File: config.mk
export PLATFORM = sky130hd
export DESIGN_NAME = fdd_motor_ctrl
export DESIGN_NICKNAME = d
export VERILOG_FILES = /design/src/rtl/fdd_motor_ctrl.sv
export SDC_FILE = /design/constraint.sdc
export NUM_CORES = 1
export LEC_CHECK = 0
export BUFFER_PORTS_ARGS = -buffer_cell sky130_fd_sc_hd__buf_2
export CAP_MARGIN = 10
export CORE_ASPECT_RATIO = 2
export CORE_MARGIN = 5
export CORE_UTILIZATION = 50
export CTS_BUF_LIST = sky130_fd_sc_hd__clkbuf_2 sky130_fd_sc_hd__clkbuf_4 sky130_fd_sc_hd__clkbuf_8
export DETAILED_ROUTE_END_ITERATION = 8
export GPL_ROUTABILITY_DRIVEN = 0
export HOLD_SLACK_MARGIN = 0.06
export PLACE_DENSITY = 0.74
export SLEW_MARGIN = 20
export SYNTH_ARGS = -nofsm -noshare
export SYNTH_HDL_FRONTEND = slang
export SYNTH_SLANG_ARGS = --single-unit
File: constraint.sdc
create_clock -name clk -period 5.8 [get_ports clk]
set_clock_uncertainty 0.1 [all_clocks]
set_input_delay 0.58 -clock clk [delete_from_list [all_inputs] [get_ports clk]]
set_output_delay 0.58 -clock clk [all_outputs]
set_load 0.03 [all_outputs]
File: src/rtl/fdd_motor_ctrl.sv
// -----------------------------------------------------------------------------
// fdd_motor_ctrl
//   Per-drive spindle sequencer for a 4-drive floppy subsystem. Each drive runs
//   its own OFF/SPINUP/RUN/COAST state machine clocked by a shared 1 ms tick.
//   A motor request starts a spin-up lasting SPINUP_REV revolutions, after which
//   motor_run is raised. When the request drops the motor coasts for
//   TIMEOUT_REV revolutions before stopping. A missing disk forces the drive OFF.
//
// Optional feature macro: FDD_INDEX_EN
//   defined   : INDEXn pulses low for INDEX_MS ms per revolution of the drive
//               selected by USEL.
//   undefined : INDEXn is held at 1.
//
// Ports
//   clk           in   1  system clock
//   reset_n       in   1  synchronous reset, active low
//   motor_req     in   4  per-drive motor request (level)
//   disk_present  in   4  per-drive image mounted and valid (level)
//   USEL          in   2  selected drive for INDEXn
//   motor_run     out  4  per-drive spun-up flag (RUN or COAST), registered
//   spinning      out  4  per-drive spindle active (not OFF), registered
//   INDEXn        out  1  index pulse of selected drive, active low, registered
// -----------------------------------------------------------------------------
module fdd_motor_ctrl #(
  parameter int TICK_DIV    = 21477,
  parameter int REV_MS      = 200,
  parameter int INDEX_MS    = 4,
  parameter int SPINUP_REV  = 3,
  parameter int TIMEOUT_REV = 10
) (
  input  logic       clk,
  input  logic       reset_n,
  input  logic [3:0] motor_req,
  input  logic [3:0] disk_present,
  input  logic [1:0] USEL,
  output logic [3:0] motor_run,
  output logic [3:0] spinning,
  output logic       INDEXn
);

  localparam int MAX_REV = (SPINUP_REV > TIMEOUT_REV) ? SPINUP_REV : TIMEOUT_REV;
  localparam int REV_W   = $clog2(MAX_REV + 1);
  localparam int PH_W    = (REV_MS > 1) ? $clog2(REV_MS) : 1;
  localparam int PS_W    = (TICK_DIV > 1) ? $clog2(TICK_DIV) : 1;

  // Elaboration-time parameter sanity checks
  if (TICK_DIV < 2) begin : g_chk_tick
    $error("fdd_motor_ctrl: TICK_DIV must be >= 2");
  end
  if (REV_MS < 2) begin : g_chk_rev
    $error("fdd_motor_ctrl: REV_MS must be >= 2");
  end
  if ((INDEX_MS < 1) || (INDEX_MS >= REV_MS)) begin : g_chk_index
    $error("fdd_motor_ctrl: INDEX_MS must be in 1..REV_MS-1");
  end
  if ((SPINUP_REV < 1) || (TIMEOUT_REV < 1)) begin : g_chk_revs
    $error("fdd_motor_ctrl: SPINUP_REV and TIMEOUT_REV must be >= 1");
  end

  typedef enum logic [1:0] {
    ST_OFF    = 2'd0,
    ST_SPINUP = 2'd1,
    ST_RUN    = 2'd2,
    ST_COAST  = 2'd3
  } state_e;

  logic [PS_W-1:0]  presc_q, presc_d;
  logic             tick_s;

  state_e           state_q [4];
  state_e           state_d [4];
  logic [PH_W-1:0]  phase_q [4];
  logic [PH_W-1:0]  phase_d [4];
  logic [REV_W-1:0] rev_q   [4];
  logic [REV_W-1:0] rev_d   [4];
  logic [3:0]       wrap_s;

  logic [3:0]       run_q, run_d;
  logic [3:0]       spin_q, spin_d;
  logic             index_q, index_d;

  // Free-running prescaler producing the 1 ms tick
  always_comb begin
    tick_s = (presc_q == PS_W'(TICK_DIV - 1));
    if (tick_s) begin
      presc_d = {PS_W{1'b0}};
    end else begin
      presc_d = presc_q + {{(PS_W-1){1'b0}}, 1'b1};
    end
  end

  // Prescaler register
  always_ff @(posedge clk) begin
    if (!reset_n) begin
      presc_q <= {PS_W{1'b0}};
    end else begin
      presc_q <= presc_d;
    end
  end

  // Per-drive phase/revolution counters and state machine next-state logic
  always_comb begin
    wrap_s = 4'b0000;
    run_d  = 4'b0000;
    spin_d = 4'b0000;
    for (int i = 0; i < 4; i++) begin
      state_d[i] = state_q[i];
      phase_d[i] = phase_q[i];
      rev_d[i]   = rev_q[i];

      // Phase only advances while the spindle turns
      if ((state_q[i] != ST_OFF) && tick_s) begin
        if (phase_q[i] == PH_W'(REV_MS - 1)) begin
          phase_d[i] = {PH_W{1'b0}};
          wrap_s[i]  = 1'b1;
        end else begin
          phase_d[i] = phase_q[i] + {{(PH_W-1){1'b0}}, 1'b1};
        end
      end else begin
        phase_d[i] = phase_q[i];
      end

      if (wrap_s[i]) begin
        rev_d[i] = rev_q[i] + {{(REV_W-1){1'b0}}, 1'b1};
      end else begin
        rev_d[i] = rev_q[i];
      end

      // A missing disk overrides every other condition
      if (!disk_present[i]) begin
        state_d[i] = ST_OFF;
        phase_d[i] = {PH_W{1'b0}};
        rev_d[i]   = {REV_W{1'b0}};
      end else begin
        case (state_q[i])
          ST_OFF: begin
            if (motor_req[i]) begin
              state_d[i] = ST_SPINUP;
            end else begin
              state_d[i] = ST_OFF;
            end
            // Counters are parked at zero so spin-up always starts a fresh revolution
            phase_d[i] = {PH_W{1'b0}};
            rev_d[i]   = {REV_W{1'b0}};
          end
          ST_SPINUP: begin
            // Request drop wins over spin-up completion in the same cycle
            if (!motor_req[i]) begin
              state_d[i] = ST_OFF;
              phase_d[i] = {PH_W{1'b0}};
              rev_d[i]   = {REV_W{1'b0}};
            end else if (wrap_s[i] && (rev_q[i] == REV_W'(SPINUP_REV - 1))) begin
              state_d[i] = ST_RUN;
            end else begin
              state_d[i] = ST_SPINUP;
            end
          end
          ST_RUN: begin
            // Coasting restarts the revolution count but keeps the phase running
            if (!motor_req[i]) begin
              state_d[i] = ST_COAST;
              rev_d[i]   = {REV_W{1'b0}};
            end else begin
              state_d[i] = ST_RUN;
            end
          end
          ST_COAST: begin
            // Re-request wins over the run-on timeout in the same cycle
            if (motor_req[i]) begin
              state_d[i] = ST_RUN;
            end else if (wrap_s[i] && (rev_q[i] == REV_W'(TIMEOUT_REV - 1))) begin
              state_d[i] = ST_OFF;
              phase_d[i] = {PH_W{1'b0}};
              rev_d[i]   = {REV_W{1'b0}};
            end else begin
              state_d[i] = ST_COAST;
            end
          end
          default: begin
            state_d[i] = ST_OFF;
            phase_d[i] = {PH_W{1'b0}};
            rev_d[i]   = {REV_W{1'b0}};
          end
        endcase
      end

      // Outputs follow the next state so they change on the same edge as the state
      run_d[i]  = (state_d[i] == ST_RUN) || (state_d[i] == ST_COAST);
      spin_d[i] = (state_d[i] != ST_OFF);
    end
  end

  // Per-drive state, counters and registered flags
  always_ff @(posedge clk) begin
    if (!reset_n) begin
      for (int i = 0; i < 4; i++) begin
        state_q[i] <= ST_OFF;
        phase_q[i] <= {PH_W{1'b0}};
        rev_q[i]   <= {REV_W{1'b0}};
      end
      run_q  <= 4'b0000;
      spin_q <= 4'b0000;
    end else begin
      for (int i = 0; i < 4; i++) begin
        state_q[i] <= state_d[i];
        phase_q[i] <= phase_d[i];
        rev_q[i]   <= rev_d[i];
      end
      run_q  <= run_d;
      spin_q <= spin_d;
    end
  end

`ifdef FDD_INDEX_EN
  // Index pulse: low during the first INDEX_MS ms of each revolution of the selected drive
  always_comb begin
    if (spin_q[USEL] && (phase_q[USEL] < PH_W'(INDEX_MS))) begin
      index_d = 1'b0;
    end else begin
      index_d = 1'b1;
    end
  end
`else
  logic unused_usel_s;
  assign unused_usel_s = ^USEL;

  // Index output disabled: held inactive
  always_comb begin
    index_d = 1'b1;
  end
`endif

  // Index output register
  always_ff @(posedge clk) begin
    if (!reset_n) begin
      index_q <= 1'b1;
    end else begin
      index_q <= index_d;
    end
  end

  assign motor_run = run_q;
  assign spinning  = spin_q;
  assign INDEXn    = index_q;

endmodule

==> results.toml <==
[final_layout]
regArea_um2 = 1580
final_common_cell = "dfxtp_1"
antennaDiodeCount = 0
most-common-layout-cells = "dfxtp_1 (79), nor2_1 (76), ha_1 (42), xnor2_1 (41), nor3_1 (34)"
fill_cells = 757
final_layout_size_suffix_gt1_share_pct = 8.17
stdcell_count = 612
multi_input_area_um2 = 2480
syn_to_final_growth_pct = 7.54
final_nets = 563

[sta]
worst_pin_slew_ps = 648
fmax_mhz = 388
setup_viol = 0
hold_ws_ps = 383
fin_tns_setup_ps = 0
finalMaxSlewViolations = 0
finalHoldViolations = 0
fin_crit_ps = 2580
slew_headroom_pct = 56.4
rsz0062_at_grt = "no"
fin_crit_sh_pct = 44.5

[pwr]
finalPower_w = 0.000966
power.leakage_nw = 1.53
power.share.clock_pct = 38.8
p_sw_share_pct = 23.4
power_frac_seq_pct = 56.9
ir_drop_uv = 103
combPwrFrac_pct = 4.3
p_per_area_nw_per_um2 = 211
internal_power_w = 0.000740
switchingPower_w = 0.000226

[worst_setup_path]
startpoint_type = "flop"
critPathLaunch = "state_q[1][0]$_SDFF_PN0_"
r2r-start = "state_q[1][0]$_SDFF_PN0_"
worstPathRequired_ps = 5970
path_max_fanout = 11
crit_type = "flop to flop"
cp-end-kind = "flop"
worstPathArrival_ps = 2750

[logic_synthesis]
async_reset_ff_share_pct = 0
synthCells = 496
avgSynthCellArea_um2 = 8.56
synth_ff_type = "dfxtp_1"
synth_warnings = 0
syn-num-nets = 550
ys_ff_latch = 79
ys_seq_area_share_pct = 37.2
syn_area_um2 = 4250
ys_types = 48
synth_edf_count = 0

[worst_hold_path]
hp-class = "flop to flop"
hp-start = "presc_q[0]$_SDFF_PP0_"

[die]
core-area_um2 = 8290
die_y_um = 140
ios = 21
die_area_um2 = 10600
fp.dieW_um = 75.2
initial_utilization_pct = 51.2
rows = 47

[clock_network]
clock_latency_ps = 350
clkTransAtPathRegs_ps = 80
cts_root_buf = "clkbuf_8"
hold_buffers = 0
post_cts_buffers = 0
cts_max_path_buffers = 2
numCtsBuffers = 9
cts-htree-levels = 3
cts_num_sinks = 79
cts_resized = 0
cts_tree = "done"

[global_routing]
grt_use_total_pct = 17.1
grt_max_degree = 26
grt_pass1_vias = 3387
grt_antenna_before_repair = 0
grt_overflow_total = 0
grt_pass1_wl_um = 14400

[placement]
hpwl_um = 6140
dp.cells = 596
portBuffers = 17

[detailed_routing]
vias = 3425
vias_per_cell = 5.60
first_iter_violations = 123
drtAntennaViolNets = 0
drt-total-wl_um = 8290
drc_errors = 0
wl_per_cell_um = 13.5
dr.pass1.iters = 4

[job]
max_cap_viol_count = 0

[outcome]
outcome = "complete, no violations"
[cells in the mapped netlist (3+ instances only)]
| library cell | n | area share, % |
|---|---|---|
| nand3b_1 | 3 | 0.53 |
| a211oi_1 | 7 | 1.2 |
| o31ai_1 | 4 | 0.71 |
| a21oi_1 | 16 | 1.9 |
| inv_1 | 29 | 2.6 |
| dfxtp_1 | 79 | 37 |
| nand3_1 | 27 | 3.2 |
| o21ai_0 | 8 | 0.94 |
| xnor2_1 | 41 | 8.5 |
| nand2_1 | 27 | 2.4 |
| a221oi_1 | 3 | 0.62 |
| ha_1 | 42 | 12 |
| xor2_1 | 12 | 2.5 |
| or3_1 | 3 | 0.44 |
| nand4_1 | 9 | 1.3 |
| a31oi_1 | 3 | 0.44 |
| a211o_1 | 3 | 0.62 |
| nor4_1 | 7 | 1.0 |
| and3_1 | 7 | 1.0 |
| nor3b_1 | 5 | 0.88 |
| nor3_1 | 34 | 4.0 |
| clkbuf_1 | 12 | 1.1 |
| nor2_1 | 76 | 6.7 |
[cell type report]
type,count,area share (%)
Multi-Input combinational cell,371,54.2
Sequential cell,79,34.6
Tap cell,98,2.68
Inverter,29,2.38
Clock buffer,12,3.48
Timing Repair Buffer,19,2.19
Clock inverter,4,0.438
[metrics by stage]
step	area [µm²]	setup slack [ps]	utilization (%)
3_5_place_dp	4390	3220	52.9
5_1_grt	4570	3010	55.1
4_1_cts	4570	3200	55.1
6_report	4570	3220	55.1
3_3_place_gp	4390	3260	52.9
2_1_floorplan	4250	3550	-
[cell families (layout without fill, tap and decap cells)]
family                   count (synthesis)  after routing  share of synthesized area [%]
multiplexers                             1              1                          0.236
AND/OR/NAND/NOR                        216            216                           25.3
AO/OA/AOI/OAI                           58             58                           9.40
other                                    1              1                         0.0883
XOR/XNOR                                53             53                           10.9
buffers and inverters                   46             64                           4.48
adder cells (fa/ha/maj)                 42             42                           12.4
flip-flops                              79             79                           37.2
[final timing paths]
kind,to,slack [ps],cells after the start
worst max-delay path,motor_run[1]$_SDFF_PN0_,3220,6
worst min-delay path,presc_q[0]$_SDFF_PP0_,380,1
worst max register to register,motor_run[1]$_SDFF_PN0_,3220,6
worst min register to register,presc_q[0]$_SDFF_PP0_,380,1
[power groups by stage]
stage	Sequential [W]	Clock (W)	Combinational, W
2_1_floorplan	0.000565	0	0.0000261
3_3_place_gp	0.000563	0	0.0000397
3_5_place_dp	0.000563	0	0.0000414
4_1_cts	0.000550	0.000386	0.0000416
5_1_grt	0.000550	0.000407	0.0000461
6_report	0.000550	0.000375	0.0000414
[per-layer routing]
layer / part of all wire (%) / GRT usage [%] / up-vias
met2: 55 / 30.4 / 51
met5: 0 / 0 / -
li1: - / - / 1744
met3: 2.6 / 3.52 / 20
met1: 40 / 18.2 / 1610
met4: 2.7 / 8.66 / 0
[worst max-delay path, stage by stage (launching register included)]
cell and delay (ps):
dfxtp_1 370, inv_1 100, ha_1 340, or4_1 670, or3_1 370, o311a_1 400, nor3_1 150
[state kept, by name (all words and copies together) (netlist names)]
signal / cells
state_q: 8
rev_q: 16
presc_q: 15
spinning: 4
phase_q: 32
motor_run: 4
No activity file was read; power rests on OpenSTA's default activity.
